## config.mk

```make
export PLATFORM = sky130hd
export DESIGN_NAME = pipeline_ctrl_flat
export DESIGN_NICKNAME = d
export VERILOG_FILES = /design/src/rtl/pipeline_ctrl_if.sv /design/src/rtl/pipeline_ctrl.sv /design/src/flat_wrapper.sv
export SDC_FILE = /design/constraint.sdc
export NUM_CORES = 1
export LEC_CHECK = 0
export ABC_CLOCK_PERIOD_IN_PS = 2900
export BUFFER_PORTS_ARGS = -buffer_cell sky130_fd_sc_hd__buf_2
export CORE_AREA = 3 3 72 74
export DETAILED_ROUTE_END_ITERATION = 7
export DIE_AREA = 0 0 75 77
export PLACE_DENSITY = 0.73
export SYNTH_ARGS = -nofsm -noshare
export SYNTH_HDL_FRONTEND = slang
export SYNTH_SLANG_ARGS = --single-unit
```

## constraint.sdc

```tcl
create_clock -name enable -period 2.9 [get_ports enable]
set_input_delay 0.725 -clock enable [delete_from_list [all_inputs] [get_ports enable]]
set_output_delay 0.725 -clock enable [all_outputs]
set_load 0.01 [all_outputs]
```

## src/rtl/pipeline_ctrl_if.sv

```systemverilog
// Handshake bundle between the debug unit / pipeline stages and pipeline_ctrl.
// The slave modport is the controller's view; master is the surrounding pipeline.
interface pipeline_ctrl_if #(
  parameter int CNT_W = 16
);
  logic             dbg_start;
  logic             dbg_step_mode;
  logic             dbg_step;
  logic [4:0]       id_rs;
  logic [4:0]       id_rt;
  logic             id_uses_rt;
  logic             id_branch_taken;
  logic             id_halt;
  logic             ex_mem_read;
  logic [4:0]       ex_rt;

  logic             pipe_en;
  logic             PC_write;
  logic             IF_ID_write;
  logic             IF_ID_flush;
  logic             ID_EX_bubble;
  logic [2:0]       state;
  logic [CNT_W-1:0] cycle_count;
  logic [CNT_W-1:0] stall_count;

  modport master (
    output dbg_start, dbg_step_mode, dbg_step,
    output id_rs, id_rt, id_uses_rt, id_branch_taken, id_halt,
    output ex_mem_read, ex_rt,
    input  pipe_en, PC_write, IF_ID_write, IF_ID_flush, ID_EX_bubble,
    input  state, cycle_count, stall_count
  );

  modport slave (
    input  dbg_start, dbg_step_mode, dbg_step,
    input  id_rs, id_rt, id_uses_rt, id_branch_taken, id_halt,
    input  ex_mem_read, ex_rt,
    output pipe_en, PC_write, IF_ID_write, IF_ID_flush, ID_EX_bubble,
    output state, cycle_count, stall_count
  );
endinterface

```

## src/rtl/pipeline_ctrl.sv

```systemverilog
// Sequencer for the 5-stage DLX pipeline: load-use stalls, branch flushes,
// HALT drain and run/step/halt debug control, plus cycle and stall counters.
module pipeline_ctrl #(
  parameter int CNT_W        = 16,
  parameter int DRAIN_CYCLES = 3
) (
  input  logic            enable,
  input  logic            reset,
  pipeline_ctrl_if.slave  bus
);

  localparam int DRAIN_W = $clog2(DRAIN_CYCLES + 1);

  typedef enum logic [2:0] {
    IDLE   = 3'd0,
    RUN    = 3'd1,
    STEP   = 3'd2,
    DRAIN  = 3'd3,
    HALTED = 3'd4
  } state_t;

  state_t             state_q, state_d;
  logic [DRAIN_W-1:0] drain_cnt, drain_d;
  logic [CNT_W-1:0]   cycle_q, stall_q;

  logic hz_raw;
  logic hz;
  logic halt_go;
  logic pipe_en;
  logic pc_write, if_id_write, if_id_flush, id_ex_bubble;

  assign hz_raw = bus.ex_mem_read && (bus.ex_rt != 5'd0) &&
                  ((bus.ex_rt == bus.id_rs) ||
                   (bus.id_uses_rt && (bus.ex_rt == bus.id_rt)));

  // NOTE: every signal written here gets a default first, so no path leaves
  // a value unassigned and no latch is inferred.
  always_comb begin
    pipe_en      = 1'b0;
    pc_write     = 1'b0;
    if_id_write  = 1'b0;
    if_id_flush  = 1'b0;
    id_ex_bubble = 1'b0;
    state_d      = state_q;
    drain_d      = drain_cnt;

    unique case (state_q)
      RUN:     pipe_en = 1'b1;
      STEP:    pipe_en = bus.dbg_step;
      DRAIN:   pipe_en = 1'b1;
      default: pipe_en = 1'b0;
    endcase

    // Hazard check is meaningless while draining: nothing new is issued.
    hz = pipe_en && (state_q != DRAIN) && hz_raw;

    // HALT retires from ID only on a cycle that actually hands over to DRAIN.
    halt_go = pipe_en && bus.id_halt && !hz &&
              (((state_q == RUN)  && !bus.dbg_step_mode) ||
               ((state_q == STEP) &&  bus.dbg_step_mode));

    if (pipe_en) begin
      if (state_q == DRAIN) begin
        if_id_write  = 1'b1;
        if_id_flush  = 1'b1;
        id_ex_bubble = 1'b1;
      end else if (hz) begin
        id_ex_bubble = 1'b1;
      end else if (halt_go) begin
        if_id_write  = 1'b1;
        if_id_flush  = 1'b1;
      end else begin
        pc_write     = 1'b1;
        if_id_write  = 1'b1;
        if_id_flush  = bus.id_branch_taken;
      end
    end

    unique case (state_q)
      IDLE: begin
        if (bus.dbg_start) state_d = bus.dbg_step_mode ? STEP : RUN;
      end
      RUN, STEP: begin
        if (bus.dbg_step_mode != (state_q == STEP)) begin
          state_d = bus.dbg_step_mode ? STEP : RUN;
        end else if (halt_go) begin
          state_d = DRAIN;
          drain_d = DRAIN_W'(DRAIN_CYCLES);
        end
      end
      DRAIN: begin
        if (drain_cnt == DRAIN_W'(1)) state_d = HALTED;
        else                          drain_d = drain_cnt - DRAIN_W'(1);
      end
      default: state_d = HALTED;
    endcase
  end

  // NOTE: state registers use non-blocking assignments so every flop samples
  // pre-edge values; reset is synchronous, sampled on the clock edge.
  always_ff @(posedge enable) begin
    if (!reset) begin
      state_q   <= IDLE;
      drain_cnt <= '0;
      cycle_q   <= '0;
      stall_q   <= '0;
    end else begin
      state_q   <= state_d;
      drain_cnt <= drain_d;
      if (pipe_en) cycle_q <= cycle_q + CNT_W'(1);
      if (hz)      stall_q <= stall_q + CNT_W'(1);
    end
  end

  assign bus.pipe_en      = pipe_en;
  assign bus.PC_write     = pc_write;
  assign bus.IF_ID_write  = if_id_write;
  assign bus.IF_ID_flush  = if_id_flush;
  assign bus.ID_EX_bubble = id_ex_bubble;
  assign bus.state        = state_q;
  assign bus.cycle_count  = cycle_q;
  assign bus.stall_count  = stall_q;

endmodule

```

## src/flat_wrapper.sv

```systemverilog
// flat-port wrapper written by rule: the top's interface ports become plain ports
module pipeline_ctrl_flat 
#(
  parameter int CNT_W        = 16,
  parameter int DRAIN_CYCLES = 3
)
  (enable, reset, bus_dbg_start, bus_dbg_step_mode, bus_dbg_step, bus_id_rs, bus_id_rt, bus_id_uses_rt, bus_id_branch_taken, bus_id_halt, bus_ex_mem_read, bus_ex_rt, bus_pipe_en, bus_PC_write, bus_IF_ID_write, bus_IF_ID_flush, bus_ID_EX_bubble, bus_state, bus_cycle_count, bus_stall_count);
  pipeline_ctrl_if #(.CNT_W(CNT_W)) bus_i ();
  input  logic enable;
  input  logic reset;
  input wire logic [$bits(bus_i.dbg_start)-1:0] bus_dbg_start;
  input wire logic [$bits(bus_i.dbg_step_mode)-1:0] bus_dbg_step_mode;
  input wire logic [$bits(bus_i.dbg_step)-1:0] bus_dbg_step;
  input wire logic [$bits(bus_i.id_rs)-1:0] bus_id_rs;
  input wire logic [$bits(bus_i.id_rt)-1:0] bus_id_rt;
  input wire logic [$bits(bus_i.id_uses_rt)-1:0] bus_id_uses_rt;
  input wire logic [$bits(bus_i.id_branch_taken)-1:0] bus_id_branch_taken;
  input wire logic [$bits(bus_i.id_halt)-1:0] bus_id_halt;
  input wire logic [$bits(bus_i.ex_mem_read)-1:0] bus_ex_mem_read;
  input wire logic [$bits(bus_i.ex_rt)-1:0] bus_ex_rt;
  output wire logic [$bits(bus_i.pipe_en)-1:0] bus_pipe_en;
  output wire logic [$bits(bus_i.PC_write)-1:0] bus_PC_write;
  output wire logic [$bits(bus_i.IF_ID_write)-1:0] bus_IF_ID_write;
  output wire logic [$bits(bus_i.IF_ID_flush)-1:0] bus_IF_ID_flush;
  output wire logic [$bits(bus_i.ID_EX_bubble)-1:0] bus_ID_EX_bubble;
  output wire logic [$bits(bus_i.state)-1:0] bus_state;
  output wire logic [$bits(bus_i.cycle_count)-1:0] bus_cycle_count;
  output wire logic [$bits(bus_i.stall_count)-1:0] bus_stall_count;
  assign bus_i.dbg_start = bus_dbg_start;
  assign bus_i.dbg_step_mode = bus_dbg_step_mode;
  assign bus_i.dbg_step = bus_dbg_step;
  assign bus_i.id_rs = bus_id_rs;
  assign bus_i.id_rt = bus_id_rt;
  assign bus_i.id_uses_rt = bus_id_uses_rt;
  assign bus_i.id_branch_taken = bus_id_branch_taken;
  assign bus_i.id_halt = bus_id_halt;
  assign bus_i.ex_mem_read = bus_ex_mem_read;
  assign bus_i.ex_rt = bus_ex_rt;
  assign bus_pipe_en = bus_i.pipe_en;
  assign bus_PC_write = bus_i.PC_write;
  assign bus_IF_ID_write = bus_i.IF_ID_write;
  assign bus_IF_ID_flush = bus_i.IF_ID_flush;
  assign bus_ID_EX_bubble = bus_i.ID_EX_bubble;
  assign bus_state = bus_i.state;
  assign bus_cycle_count = bus_i.cycle_count;
  assign bus_stall_count = bus_i.stall_count;
  pipeline_ctrl #(.CNT_W(CNT_W), .DRAIN_CYCLES(DRAIN_CYCLES)) u_core (.enable(enable), .reset(reset), .bus(bus_i));
endmodule
```

=== After elaboration in Yosys (flattened, before gate mapping) ===
Cells that the tools add are included.
Widths: inputs -> output; s select.

* Register bits: 37
* Latch bits: 0
* Output and inout port bits: 40
* Memories: 0
* RAM bits: 0
* Bits in read-only memories: 0

* $add $sub $neg: 3
* Multiply operators: 0
* Bitwise operators: 0
* Shift operators: 0
* $lt $le $gt $ge: 0
* Equality and inequality tests: 14
* Reductions and logical operators: 21
* Divide/modulo/power cells: 0
* Mux-type cells: 25

{| class="wikitable"
|+ Operators with widths
! operator !! count
|-
| $add 16x1->16 const B || 2
|-
| $mux 1 || 14
|-
| $mux 3 || 4
|-
| $eq 5x5->1 || 2
|-
| $logic_and 1x1->1 || 10
|-
| $pmux 3 s3 || 1
|-
| $mux 2 || 4
|-
| $ne 2x2->1 const B || 4
|-
| $eq 3x2->1 const B || 2
|-
| $reduce_bool 5->1 || 1
|-
| $pmux 2 s2 || 1
|-
| $reduce_and 4->1 || 1
|-
| $reduce_or 2->1 || 2
|-
| $eq 3x1->1 const B || 1
|-
| $logic_not 3->1 || 1
|-
| $ne 3x1->1 const B || 1
|-
| $ne 3x2->1 const B || 1
|-
| $reduce_and 3->1 || 1
|-
| $eq 2x1->1 const B || 1
|-
| $logic_not 1->1 || 2
|-
| $logic_or 1x1->1 || 2
|-
| $ne 2x1->1 const B || 1
|-
| $pmux 1 s2 || 1
|-
| $reduce_bool 2->1 || 1
|-
| 2 further kinds || 2
|}

=== Depth between registers and ports, before layout ===
* Word-level depth: 12
* Depth in mapped cells: 8
* Depth with buffers taken out: 7

=== Worst setup path before layout ===
OpenSTA, ideal clock, no wires.

* Path kind: input port to output port
* Start point: input port bus_ex_rt[0]
* End point: output port bus_PC_write
* Path buffers: 1
* Data arrival time: 2.156 ns
* Required time: 2.175 ns
* Slack: 0.019 ns
* Cell stages on the path: 6
* Cell sequence: or4_1 > o21ai_0 > or2_2 > clkbuf_1 > or2_2 > and3_1

* Cells in the longest elaborated chain, start to end: 12
* Elaborated cells between the ends (all ways): 15
* Those cells by class: eq/ne (2); mux (4); reduce/logical (9)

{| class="wikitable"
|+ Ends and longest elaborated chain
! what !! RTL line !! source
|-
| start, declared || flat_wrapper.sv:20 || <nowiki>input wire logic [$bits(bus_i.ex_rt)-1:0] bus_ex_rt;</nowiki>
|-
| $eq 5x5->1 || pipeline_ctrl.sv:34 || <nowiki>(bus.id_uses_rt && (bus.ex_rt == bus.id_rt)));</nowiki>
|-
| $logic_and 1x1->1 || pipeline_ctrl.sv:34 ||
|-
| $logic_or 1x1->1 || pipeline_ctrl.sv:33 || <nowiki>((bus.ex_rt == bus.id_rs) ||</nowiki>
|-
| $logic_and 1x1->1 (*) || pipeline_ctrl.sv:32 || <nowiki>assign hz_raw = bus.ex_mem_read && (bus.ex_rt != 5'd0) &&</nowiki>
|-
| $logic_and 1x1->1 (*) || pipeline_ctrl.sv:55 || <nowiki>hz = pipe_en && (state_q != DRAIN) && hz_raw;</nowiki>
|-
| $logic_not 1->1 || pipeline_ctrl.sv:58 || <nowiki>halt_go = pipe_en && bus.id_halt && !hz &&</nowiki>
|-
| $logic_and 1x1->1 (2 in a row) || pipeline_ctrl.sv:58 ||
|-
| $mux 1 || pipeline_ctrl.sv:69 || <nowiki>end else if (halt_go) begin</nowiki>
|-
| $mux 1 (*) || pipeline_ctrl.sv:67 || <nowiki>end else if (hz) begin</nowiki>
|-
| $mux 1 (*) || pipeline_ctrl.sv:63 || <nowiki>if (state_q == DRAIN) begin</nowiki>
|-
| $mux 1 (*) || pipeline_ctrl.sv:62 || <nowiki>if (pipe_en) begin</nowiki>
|-
| end, declared || flat_wrapper.sv:22 || <nowiki>output wire logic [$bits(bus_i.PC_write)-1:0] bus_PC_write;</nowiki>
|}

Mark *: on every way between the ends. The rest lies on a longest branch, timed or not.

=== Final worst setup path ===
Same ends and word-level chain as after synthesis.

==> out/summary.txt <==
cell family with the largest share of critical-path delay - simple AND/OR/NAND/NOR gates
worst supply voltage drop on vdd - 341 uV
power density over the cells - 577 mW/mm^2
most common cell in the netlist - dfxtp_1
wire length of the first global-routing pass - 8.44 mm
gate count after technology mapping - 251
cell type with the largest total area after synthesis - dfxtp_1
post-synth top area share - 35.7%
Die Outline Area - 0.00578 mm^2
CP Data Required Time - 2170 ps
Antenna Violating Nets Remaining - 0
largest net degree at the start of global routing - 29
cell-by-cell listing of the critical path - buf_2, or4_1, o21ai_2, or2_2, or2_4, and3_4, buf_6
global-route track usage on met2 - 30.2%
Slowest Stage Delay on Critical Path - 530 ps
Worst slew margin - 52.5%
Hold Crit Class - flop to flop
first-pass iteration count of the detailed router - 4
fin area - 0.00269 mm^2
asr flop ratio synth - 0%
Yosys Warn Count - 0
# DRC - 0
global routing met1 resource utilization - 23.3%
register area share after synthesis - 35.7%
count of flip-flops with a built-in enable after synthesis - 0
final core utilization - 57.6%
Max Buffers Root-to-Sink - 2
Worst Tran Pin Value - 705 ps
Worst path slowest cell - or4_1
#FFs+latches synth - 37
routed wirelength normalized by instance count - 13.7 um
detailed-placement wirelength estimate - 3.76 mm
crit path max fanout - 4
synthesized netlist net count - 279
final RePlAce weighted congestion - 0.891
number of setup violations in the final report - 0
leakage - 1.10 nW
post-route fraction of the period consumed by the critical path - 97.4%
Core Region - 0.00466 mm^2
synth-to-layout area growth - 29.4%
register clock-pin slew on the reported worst setup and hold paths - 80 ps
busiest layer in global routing - met2
Row Count - 25
hold slack - 464 ps
clock latency of the later-clocked register in the worst-skew pair - 290 ps
I/O pin count - 64
number of buffers inserted during clock tree synthesis - 5
Worst Setup End Kind - output pin
area occupied by multi-input gates - 0.00129 mm^2
via count normalized by instance count - 5.52
Unique masters post-synth - 45
routed wire length - 5.18 mm
TritonCTS clock tree - yes
shortest period the worst path allows - 2820 ps
overall power consumption - 1.55 mW
Die Width - 75 um
total number of clock tree sinks - 37
total count of hold-check failures in the final report - 0
max-cap check violation count - 0
storage element area - 741 um^2
total count of max-transition violations in the final report - 0
die span in y - 77 um
startpoint-to-endpoint class of the critical path - primary input to output pin
crit path DAT - 2100 ps
maximum clock rate - 354 MHz
first-iteration detailed-routing DRC count - 155
first element of the critical path - bus_ex_rt[0]
combined buffer and inverter count along the critical path - 2
vias in the first global route - 1885
startpoint type of the worst setup path - primary input
Clock H-tree levels - 2
layout filler cell count - 428
overflow left after global routing - 0
global router's overall resource usage - 18.2%
number of antenna diodes - 0
worst min-delay path startpoint - u_core.drain_cnt[1]
combined area of all synthesized cells - 0.00207 mm^2
top cells by area, synth - dfxtp_1 36%, xor2_1 7.6%, nor2_1 4.5%
prevailing post-synth register cell - dfxtp_1
Clock Skew - 4.31 ps
starting density of the core - 44.5%
number of antenna violations at the first check in global routing - 0
RSZ-0062 raised after global routing - false
detailed-route via count - 2091
beginning of the worst register-to-register path - u_core.bus.state[2]
Avg Inst Size Synth - 8.26 um^2
met3 global-route usage - 4.33%
result of the run - complete, no violations
final layout net count - 352
Cell Area, Placed - 0.00252 mm^2
root buffer cell - clkbuf_8
layout cell share with drive strength beyond 1 - 31.7%
Port Buffer Count - 63
Commonest cells post-synth - 37 x dfxtp_1, 25 x nor2_1, 18 x nand2_1, 18 x xor2_1, 15 x a21oi_1
report_power, final:
| group | internal (mW) | total (mW) | switching (mW) | leakage (nW) |
|---|---|---|---|---|
| combinational | 0.251 | 0.533 | 0.281 | 0.748 |
| clock | 0.257 | 0.452 | 0.195 | 0.0543 |
| sequential | 0.534 | 0.564 | 0.0295 | 0.299 |
placed cells by master (no fill, tap or decap), types with 6 or more instances in the layout:
master    netlist  layout
nand4_1         9       9
dfxtp_1        37      37
buf_2           1      62
buf_4           0      17
o31ai_1        12      12
nand2b_1        6       6
a21oi_1        15      15
nor2_1         25      24
or4_1          11      11
xnor2_1         8       8
xor2_1         18      17
nand3_1        13      13
nand2_1        18      18
logic make-up (layout without fill, tap and decap cells):
group,Yosys count,count (layout),synth area share [%]
multiplexers,5,5,2.41
XOR/XNOR,26,26,11.0
AO/OA/AOI/OAI,44,44,13.9
adder cells (fa/ha/maj),4,4,2.41
AND/OR/NAND/NOR,116,116,30.8
flip-flops,37,37,35.7
buffers and inverters,19,93,3.86
layer usage:
| layer | share of wire, % | up-vias |
|---|---|---|
| li1 | - | 1057 |
| met1 | 44 | 986 |
| met5 | 0 | - |
| met4 | 1.5 | 0 |
| met3 | 3.6 | 8 |
| met2 | 51 | 40 |
repair_timing:
| action | in CTS | in global routing |
|---|---|---|
| hold buffers | 0 | 0 |
| setup buffers | 0 | 1 |
| resized for setup | 2 | 8 |
| pin swaps | 2 | 4 |
| endpoints found under the setup margin | 3 | 4 |
registers in the layout, indices dropped and copies added (netlist names):
register	count
u_core.bus.cycle_count	16
u_core.bus.state	3
u_core.bus.stall_count	16
u_core.drain_cnt	2
worst paths after layout:
check / to / slack [ps] / cells past startpoint
worst max register to register: u_core.bus.state[0] / 550 / 7
worst min-delay path: u_core.drain_cnt[1] / 460 / 2
worst max-delay path: bus_PC_write / 80 / 7
worst min register to register: u_core.drain_cnt[1] / 460 / 2
worst min-delay path, cell delays in order (launching register included):
cell     delay, ps
dfxtp_1        300
inv_1           60
a21oi_1         60
final cells by class:
type	instances	area share [%]
Sequential cell	37	27.6
Clock inverter	3	1.72
Multi-Input combinational cell	195	48.2
Tap cell	54	2.52
Timing Repair Buffer	80	16.7
Inverter	5	0.699
Clock buffer	5	2.56
metrics by stage:
stage	setup TNS, ps	std cells	setup WS, ps
3_5_place_dp	-128	370	-87.4
6_report	0	379	75.5
3_3_place_gp	-74.2	370	-67.8
5_1_grt	0	379	2.93
4_1_cts	0	378	26.5
2_1_floorplan	0	251	19.0
Power figures use the tool's default switching activity.
